[src/rtl/indicator_write_arbiter.sv]
// rtl/indicator_write_arbiter.sv - round-robin arbiter writing a 16-bit indicator word as four nibble writes
module indicator_write_arbiter #(
  parameter int GAP = 0
) (
  input  logic        clk,
  input  logic        reset,
  input  logic        req_a,
  input  logic [15:0] word_a,
  output logic        ack_a,
  input  logic        req_b,
  input  logic [15:0] word_b,
  output logic        ack_b,
  output logic        busy,
  output logic        rw,
  output logic [3:0]  Data,
  output logic [1:0]  PortID
);

  typedef enum logic [1:0] {S_IDLE, S_WRITE, S_GAP, S_DONE} state_t;

  localparam logic [2:0] GAP_LAST = (GAP == 0) ? 3'd0 : 3'(GAP - 1);

  state_t      state, state_nx;
  logic [1:0]  cnt, cnt_nx;
  logic [2:0]  gcnt, gcnt_nx;
  logic [15:0] hold, hold_nx;
  logic        last_b, last_b_nx;
  logic        grant_a;
  logic        rw_nx, ack_a_nx, ack_b_nx;
  logic [3:0]  data_nx;
  logic [1:0]  port_nx;
  logic [15:0] shifted;

  always_comb begin
    state_nx  = state;
    cnt_nx    = cnt;
    gcnt_nx   = gcnt;
    hold_nx   = hold;
    last_b_nx = last_b;
    // A wins unless B is also requesting and A was granted last
    grant_a   = req_a & (~req_b | last_b);

    case (state)
      S_IDLE: begin
        if (req_a | req_b) begin
          state_nx  = S_WRITE;
          cnt_nx    = 2'd0;
          gcnt_nx   = 3'd0;
          hold_nx   = grant_a ? word_a : word_b;
          last_b_nx = ~grant_a;
        end
      end
      S_WRITE: begin
        if (cnt == 2'd3) begin
          state_nx = S_DONE;
        end else begin
          cnt_nx   = cnt + 2'd1;
          gcnt_nx  = 3'd0;
          state_nx = (GAP == 0) ? S_WRITE : S_GAP;
        end
      end
      S_GAP: begin
        if (gcnt == GAP_LAST) state_nx = S_WRITE;
        else                  gcnt_nx  = gcnt + 3'd1;
      end
      S_DONE:  state_nx = S_IDLE;
      default: state_nx = S_IDLE;
    endcase

    // outputs are precomputed from next-state values and registered below
    shifted  = hold_nx >> {cnt_nx, 2'b00};
    rw_nx    = (state_nx == S_WRITE);
    port_nx  = rw_nx ? cnt_nx : 2'd0;
    data_nx  = rw_nx ? shifted[3:0] : 4'd0;
    ack_a_nx = (state_nx == S_DONE) & ~last_b_nx;
    ack_b_nx = (state_nx == S_DONE) &  last_b_nx;
  end

  always_ff @(posedge clk) begin
    if (!reset) begin
      state  <= S_IDLE;
      cnt    <= 2'd0;
      gcnt   <= 3'd0;
      hold   <= 16'd0;
      last_b <= 1'b1;
      rw     <= 1'b0;
      Data   <= 4'd0;
      PortID <= 2'd0;
      ack_a  <= 1'b0;
      ack_b  <= 1'b0;
      busy   <= 1'b0;
    end else begin
      state  <= state_nx;
      cnt    <= cnt_nx;
      gcnt   <= gcnt_nx;
      hold   <= hold_nx;
      last_b <= last_b_nx;
      rw     <= rw_nx;
      Data   <= data_nx;
      PortID <= port_nx;
      ack_a  <= ack_a_nx;
      ack_b  <= ack_b_nx;
      busy   <= (state_nx != S_IDLE);
    end
  end

endmodule

[config.mk]
export PLATFORM = sky130hd
export DESIGN_NAME = indicator_write_arbiter
export DESIGN_NICKNAME = d
export VERILOG_FILES = /design/src/rtl/indicator_write_arbiter.sv
export SDC_FILE = /design/constraint.sdc
export NUM_CORES = 1
export LEC_CHECK = 0
export ABC_AREA = 1
export ABC_CLOCK_PERIOD_IN_PS = 1400
export CAP_MARGIN = 10
export CORE_ASPECT_RATIO = 0.75
export CORE_MARGIN = 2
export CORE_UTILIZATION = 47
export CTS_CLUSTER_SIZE = 40
export DETAILED_ROUTE_END_ITERATION = 16
export PLACE_DENSITY = 0.79
export SLEW_MARGIN = 20
export SYNTH_ARGS = -nofsm -noshare
export SYNTH_HDL_FRONTEND = slang
export SYNTH_SLANG_ARGS = --single-unit
[constraint.sdc]
create_clock -name clk -period 1.4 [get_ports clk]
set_input_delay 0.21 -clock clk [delete_from_list [all_inputs] [get_ports clk]]
set_output_delay 0.21 -clock clk [all_outputs]
set_load 0.1 [all_outputs]
==> out/metrics.yaml, run 1 <==
routing:
  vias: 1876
  wirelength_um: 5540
  antenna_left: 0
  drtIter0Drc: 179
  drc: 0
  drt_first_pass_iters: 4
  avgRoutedWirePerCell_um: 16.1
  viasPerCell: 5.47
yosys:
  ys_ff_latch: 34
  synth_cells: 229
  ys.flop_type: "dfxtp_1"
  synth_top_family_by_area: "simple AND/OR/NAND/NOR gates"
  yosysTopAreaCell: "dfxtp_1"
  muxShareOfSynthArea_pct: 0
  synth_area_leaders: "dfxtp_1 (42%), nand2_1 (13%), nand3_1 (13%)"
  ys_seq_area_share_pct: 42.4
  yosys_warnings: 0
  netlist.area_leader.share_pct: 42.4
  synth_area_sq_mm: 0.00161
  synth-xor-area-share_pct: 0.546
  yosysMostFrequentCell: "nand2_1"
  synth_compound_area_share_pct: 8.26
  yosysUniqueCellTypes: 27
  async_flop_share_pct: 0
  synth_common_cells: "nand2_1 (56), nand3_1 (41), dfxtp_1 (34)"
  synth_enable_flop_cells: 0
  yosys.area_share.adder_pct: 1.56
  syn-num-nets: 267
  syn_area_per_cell_sq_um: 7.01
  synth_simple_gate_area_share_pct: 38.0
critical_path:
  critPathMostFrequentCell: "nand2_2"
  critPathSlowestCell: "dfxtp_2"
  cp.buffers_inverters: 4
  slowest_delay_ns: 0.34
  arrival_ns: 1.61
  path_class: "flop to flop"
  worstSetupEndpointType: "flop"
  start_kind: "flop"
  cp_max_fo: 4
  worst_path_dominant_cell_family: "simple AND/OR/NAND/NOR gates"
  worstPathCellList: "inv_4 -> buf_12 -> nor2_4 -> nand3_2 -> nand2_2 -> nand2_2 -> inv_2 -> nand2_4 -> buf_6 -> a21oi_1"
  crit_start: "state[1]"
  crit_required_ns: 1.61
  worst_r2r_startpoint: "state[1]"
clock_tree:
  cts_buffers: 5
  ctsLongestPathBuffers: 2
  clk_pin_slew_worst_paths_ns: 0.07
  cts_tree: "built"
  clock-sinks: 34
  htreeDepth: 2
  cts_root_buf: "clkbuf_8"
  postCtsHoldBufs: 0
  worstSkewPairLatency_ns: 0.28
placement:
  place.gp.congestion: 0.830
  place_hpwl_um: 3130
  portBuffers: 45
  post-place-ws_ns: -0.362
  dp_cells: 327
grt:
  grt_pass1_wl_um: 7630
  grt_pass1_vias: 1718
  grt_overflow: 0
  grt_max_degree: 20
  grtUsageTotal_pct: 25.8
  antenna_found_initial: 0
sta:
  maxSlewHeadroom_pct: 84.5
  setup_violations: 1
  hold_viol_final: 0
  timing.fmax_mhz: 714
  setup_slack_ns: -0.000222
  rsz0062_at_grt: "true"
  final_max_slew_viol_count: 0
  period_needed_ns: 1.40
  setup_tns_ns: -0.000222
  worst_pin_slew_ns: 0.233
  period_share_pct: 100
  skew_ns: 0.00540
finish:
  drive_gt1_share_pct: 32.0
  nNetsFinal: 340
  area_growth_pct: 67.3
  diodes: 0
  fill_cells: 197
  finalNonFillerCells: 343
power_and_ir_drop:
  pwr_density_cell_mw_per_mm2: 999
  leakage_nw: 1.22
  ir_drop_mv: 0.756
run:
  maxCapViolations: 0
floorplanning:
  fp.dieW_um: 71.5
  core_sq_mm: 0.00329
  dieArea_sq_mm: 0.00390
  std_cell_rows: 18
  start_util_pct: 48.8
  pin_count: 46
  die_height_um: 54.6
status:
  outcome: "complete, but fails checks"
  violations: "negative setup slack"
min_path:
  hold_path.class: "flop to flop"
  worstHoldStart: "hold[6]"
==> final timing paths <==
kind	end	slack, ns	cells after the start
worst max-delay path	Data[2]	-0.0002	10
worst min-delay path	hold[6]	0.48	2
worst max register to register	Data[2]	-0.0002	10
worst min register to register	hold[6]	0.48	2
==> registers in the layout (all words and copies together) (netlist names), 2 cells and up <==
register and cells:
hold 16, Data 4, gcnt 3, PortID 2, cnt 2, state 2
==> worst min-delay path, stage by stage, from the launching register on <==
cell and delay, ns:
dfxtp_1 0.30, nand2_1 0.07, a21oi_1 0.06
==> where the power goes <==
part,switching [mW],internal (mW)
clock network,0.355,0.397
registers,0.0385,1.04
logic,0.480,0.376
==> timing repair <==
item / in CTS / in global routing
buffers inserted: 2 / 3
setup endpoints to repair: 7 / 12
resized for setup: 18 / 43
pin swaps: 2 / 17
hold endpoints to repair: 0 / 0
cloned: 2 / 1
==> kinds of logic (layout without fill, tap and decap cells) <==
family | Yosys count | count (layout)
compound gates | 23 | 23
buf+inv | 35 | 108
xor+xnor | 1 | 1
simple gates | 134 | 135
flops | 34 | 34
fa+ha+maj | 2 | 2
==> per-layer routing <==
layer	track usage [%]	up-vias	routed length, um	part of all wire (%)
met1	28.7	854	2100	38
met3	5.71	28	545	9.8
met2	49.2	111	2640	48
met4	10.1	0	247	4.5
met5	0	-	0	0
li1	-	883	-	-
==> final cells by class <==
| cell class | instances | area, sq um | share of cell area (%) |
|---|---|---|---|
| clock inverters | 1 | 5.00 | 0.186 |
| flip-flops and latches | 34 | 683 | 25.4 |
| well taps | 40 | 50.0 | 1.86 |
| repair buffers | 72 | 823 | 30.6 |
| inverters | 28 | 113 | 4.19 |
| clock buffers | 7 | 86.3 | 3.21 |
| multi-input cells | 161 | 926 | 34.5 |
==> through the flow <==
| stage | hold WS, ns | area [sq um] | total power, mW | util, % |
|---|---|---|---|---|
| 2_1_floorplan | 0.299 | 1610 | 1.49 | - |
| 3_3_place_gp | 0.461 | 2320 | 1.79 | 70.7 |
| 3_5_place_dp | 0.465 | 2320 | 1.81 | 70.7 |
| 4_1_cts | 0.477 | 2500 | 2.57 | 76.1 |
| 5_1_grt | 0.507 | 2690 | 2.78 | 81.7 |
| 6_report | 0.480 | 2690 | 2.68 | 81.7 |
==> cells in the final DEF (no fill, tap or decap), types with 2 or more instances in the layout <==
| master | n |
|---|---|
| inv_2 | 5 |
| nor2_4 | 7 |
| dlygate4sd2_1 | 2 |
| a21oi_2 | 2 |
| a211oi_1 | 2 |
| or2_2 | 5 |
| buf_6 | 6 |
| buf_12 | 14 |
| dfxtp_2 | 2 |
| nand3b_1 | 3 |
| a21oi_1 | 11 |
| clkbuf_8 | 6 |
| inv_1 | 20 |
| dfxtp_1 | 32 |
| o21ai_2 | 3 |
| nand2_1 | 45 |
| inv_4 | 3 |
| buf_4 | 17 |
| nor2_2 | 2 |
| or2_1 | 2 |
| clkdlybuf4s50_1 | 33 |
| nand3_1 | 34 |
| nor2_1 | 15 |
| nand2_2 | 11 |
| nand2_4 | 3 |
| nand3_2 | 7 |
No activity file was read; power rests on OpenSTA's default activity.
==> inputs of run 2 (changes only) <==
- ABC_CLOCK_PERIOD_IN_PS: 1400 -> 1500
- clock period: 1.4 -> 1.5 ns (I/O delays scaled with it)
==> out/metrics.yaml, run 2 (synthesis results as in run 1) <==
sta:
  rsz0062_at_grt: "true"
  skew_ns: 0.00501
  hold_slack_ns: 0.474
  period_needed_ns: 1.43
  timing.fmax_mhz: 698
  setup_violations: 0
  maxSlewHeadroom_pct: 83.1
  hold_viol_final: 0
  setup_slack_ns: 0.0666
  period_share_pct: 95.6
  worst_pin_slew_ns: 0.253
  final_max_slew_viol_count: 0
floorplanning:
  core_sq_mm: 0.00329
  fp.dieW_um: 71.5
  start_util_pct: 48.8
  pin_count: 46
  dieArea_sq_mm: 0.00390
  die_height_um: 54.6
  std_cell_rows: 18
routing:
  drc: 0
  drtIter0Drc: 97
  avgRoutedWirePerCell_um: 13.1
  vias: 1704
  drt_first_pass_iters: 4
  viasPerCell: 5.07
  antenna_left: 0
  wirelength_um: 4390
grt:
  grtUsageTotal_pct: 22.6
  antenna_found_initial: 0
  grt_pass1_wl_um: 6640
  grt_max_degree: 20
  grt_pass1_vias: 1552
  grt_overflow: 0
placement:
  place.gp.congestion: 0.815
  dp_cells: 325
  place_area_sq_mm: 0.00231
  place_hpwl_um: 3030
  portBuffers: 45
  post-place-ws_ns: -0.266
run:
  maxCapViolations: 0
finish:
  final_area_sq_mm: 0.00249
  fill_cells: 236
  top_register: "hold"
  nNetsFinal: 334
  final_common_cell: "nand2_1"
  top_regs: "hold x16, Data x4, gcnt x3"
  drive_gt1_share_pct: 21.3
  finalNonFillerCells: 336
  largest_reg_flops: 16
  mostFrequentLayoutCells: "nand2_1 (55), nand3_1 (41), dfxtp_1 (33), clkdlybuf4s50_1 (33), inv_1 (23)"
  diodes: 0
  area_growth_pct: 54.9
clock_tree:
  cts_buffers: 5
  clock-sinks: 34
  ctsLongestPathBuffers: 2
  worstSkewPairLatency_ns: 0.29
  htreeDepth: 2
  clk_pin_slew_worst_paths_ns: 0.07
  postCtsHoldBufs: 0
  cts_root_buf: "clkbuf_8"
  cts_tree: "built"
critical_path:
  worstSetupEndpointType: "flop"
  r2r_cells: 10
  arrival_ns: 1.62
  r2r_setup_slack_ns: 0.07
  path_class: "flop to flop"
  cp_max_fo: 8
  start_kind: "flop"
  crit_required_ns: 1.69
power_and_ir_drop:
  p_total_mw: 2.36
  pwr_density_cell_mw_per_mm2: 949
  leakage_nw: 1.18
  ir_drop_mv: 0.713
min_path:
  holdPathStages: 2
  hold_path.class: "flop to flop"
status:
  outcome: "completed"
## run 2: cell types whose count changed in the layout (fill, tap and decap cells not counted), moves of 2 or more
cell            delta
buf_12             -2
buf_4              -2
dlygate4sd2_1      -2
dlymetal6s2s_1     +2
inv_1              +3
inv_4              -2
nand2_1           +10
nand2_2            -8
nand2_4            -2
nand3_1            +7
nand3_2            -7
nor2_1             +2
nor2_4             -4
## run 2: metal layers
metal,vias up,part of all wire [%],GRT usage (%)
met1,771,43,26.4
li1,866,-,-
met5,-,0,0
met2,59,48,40.4
met3,8,7.9,5.16
met4,0,1.2,10.4
## run 2: worst paths after layout
kind | endpoint | from
hold reg to reg | hold[6] | hold[6]
setup / recovery | Data[2] | state[0]
hold / removal | hold[6] | hold[6]
setup reg to reg | Data[2] | state[0]
## run 2: where the power goes
part	switching, mW	total (mW)	internal [mW]
combinational	0.391	0.715	0.324
sequential	0.0340	1.00	0.969
clock	0.323	0.642	0.319
## run 2: timing repair
| action | in CTS | in global routing |
|---|---|---|
| resized for setup | 0 | 25 |
| buffers inserted | 0 | 2 |
| endpoints found under the setup margin | 0 | 11 |
## run 2: metrics by stage
step / TNS, ns / util, %
5_1_grt: -0.0599 / 75.6
6_report: 0 / 75.6
4_1_cts: 0 / 72.6
2_1_floorplan: 0 / -
3_5_place_dp: -3.67 / 70.2
3_3_place_gp: -2.69 / 70.2
## run 2: layout make-up
class | count | area (sq um) | share of cell area, %
Inverter | 28 | 108 | 4.33
Clock buffer | 7 | 76.3 | 3.07
Sequential cell | 34 | 682 | 27.4
Multi-Input combinational cell | 160 | 807 | 32.4
Timing Repair Buffer | 67 | 764 | 30.7
Tap cell | 40 | 50.0 | 2.01
## run 2: critical path, stage by stage (launching register included)
cell     delay (ns)
dfxtp_2        0.35
inv_2          0.04
nand2_2        0.08
nor2_4         0.05
buf_12         0.13
buf_6          0.11
or2_2          0.27
nand2_1        0.09
nand2_1        0.06
nand3_1        0.09
a21oi_1        0.06
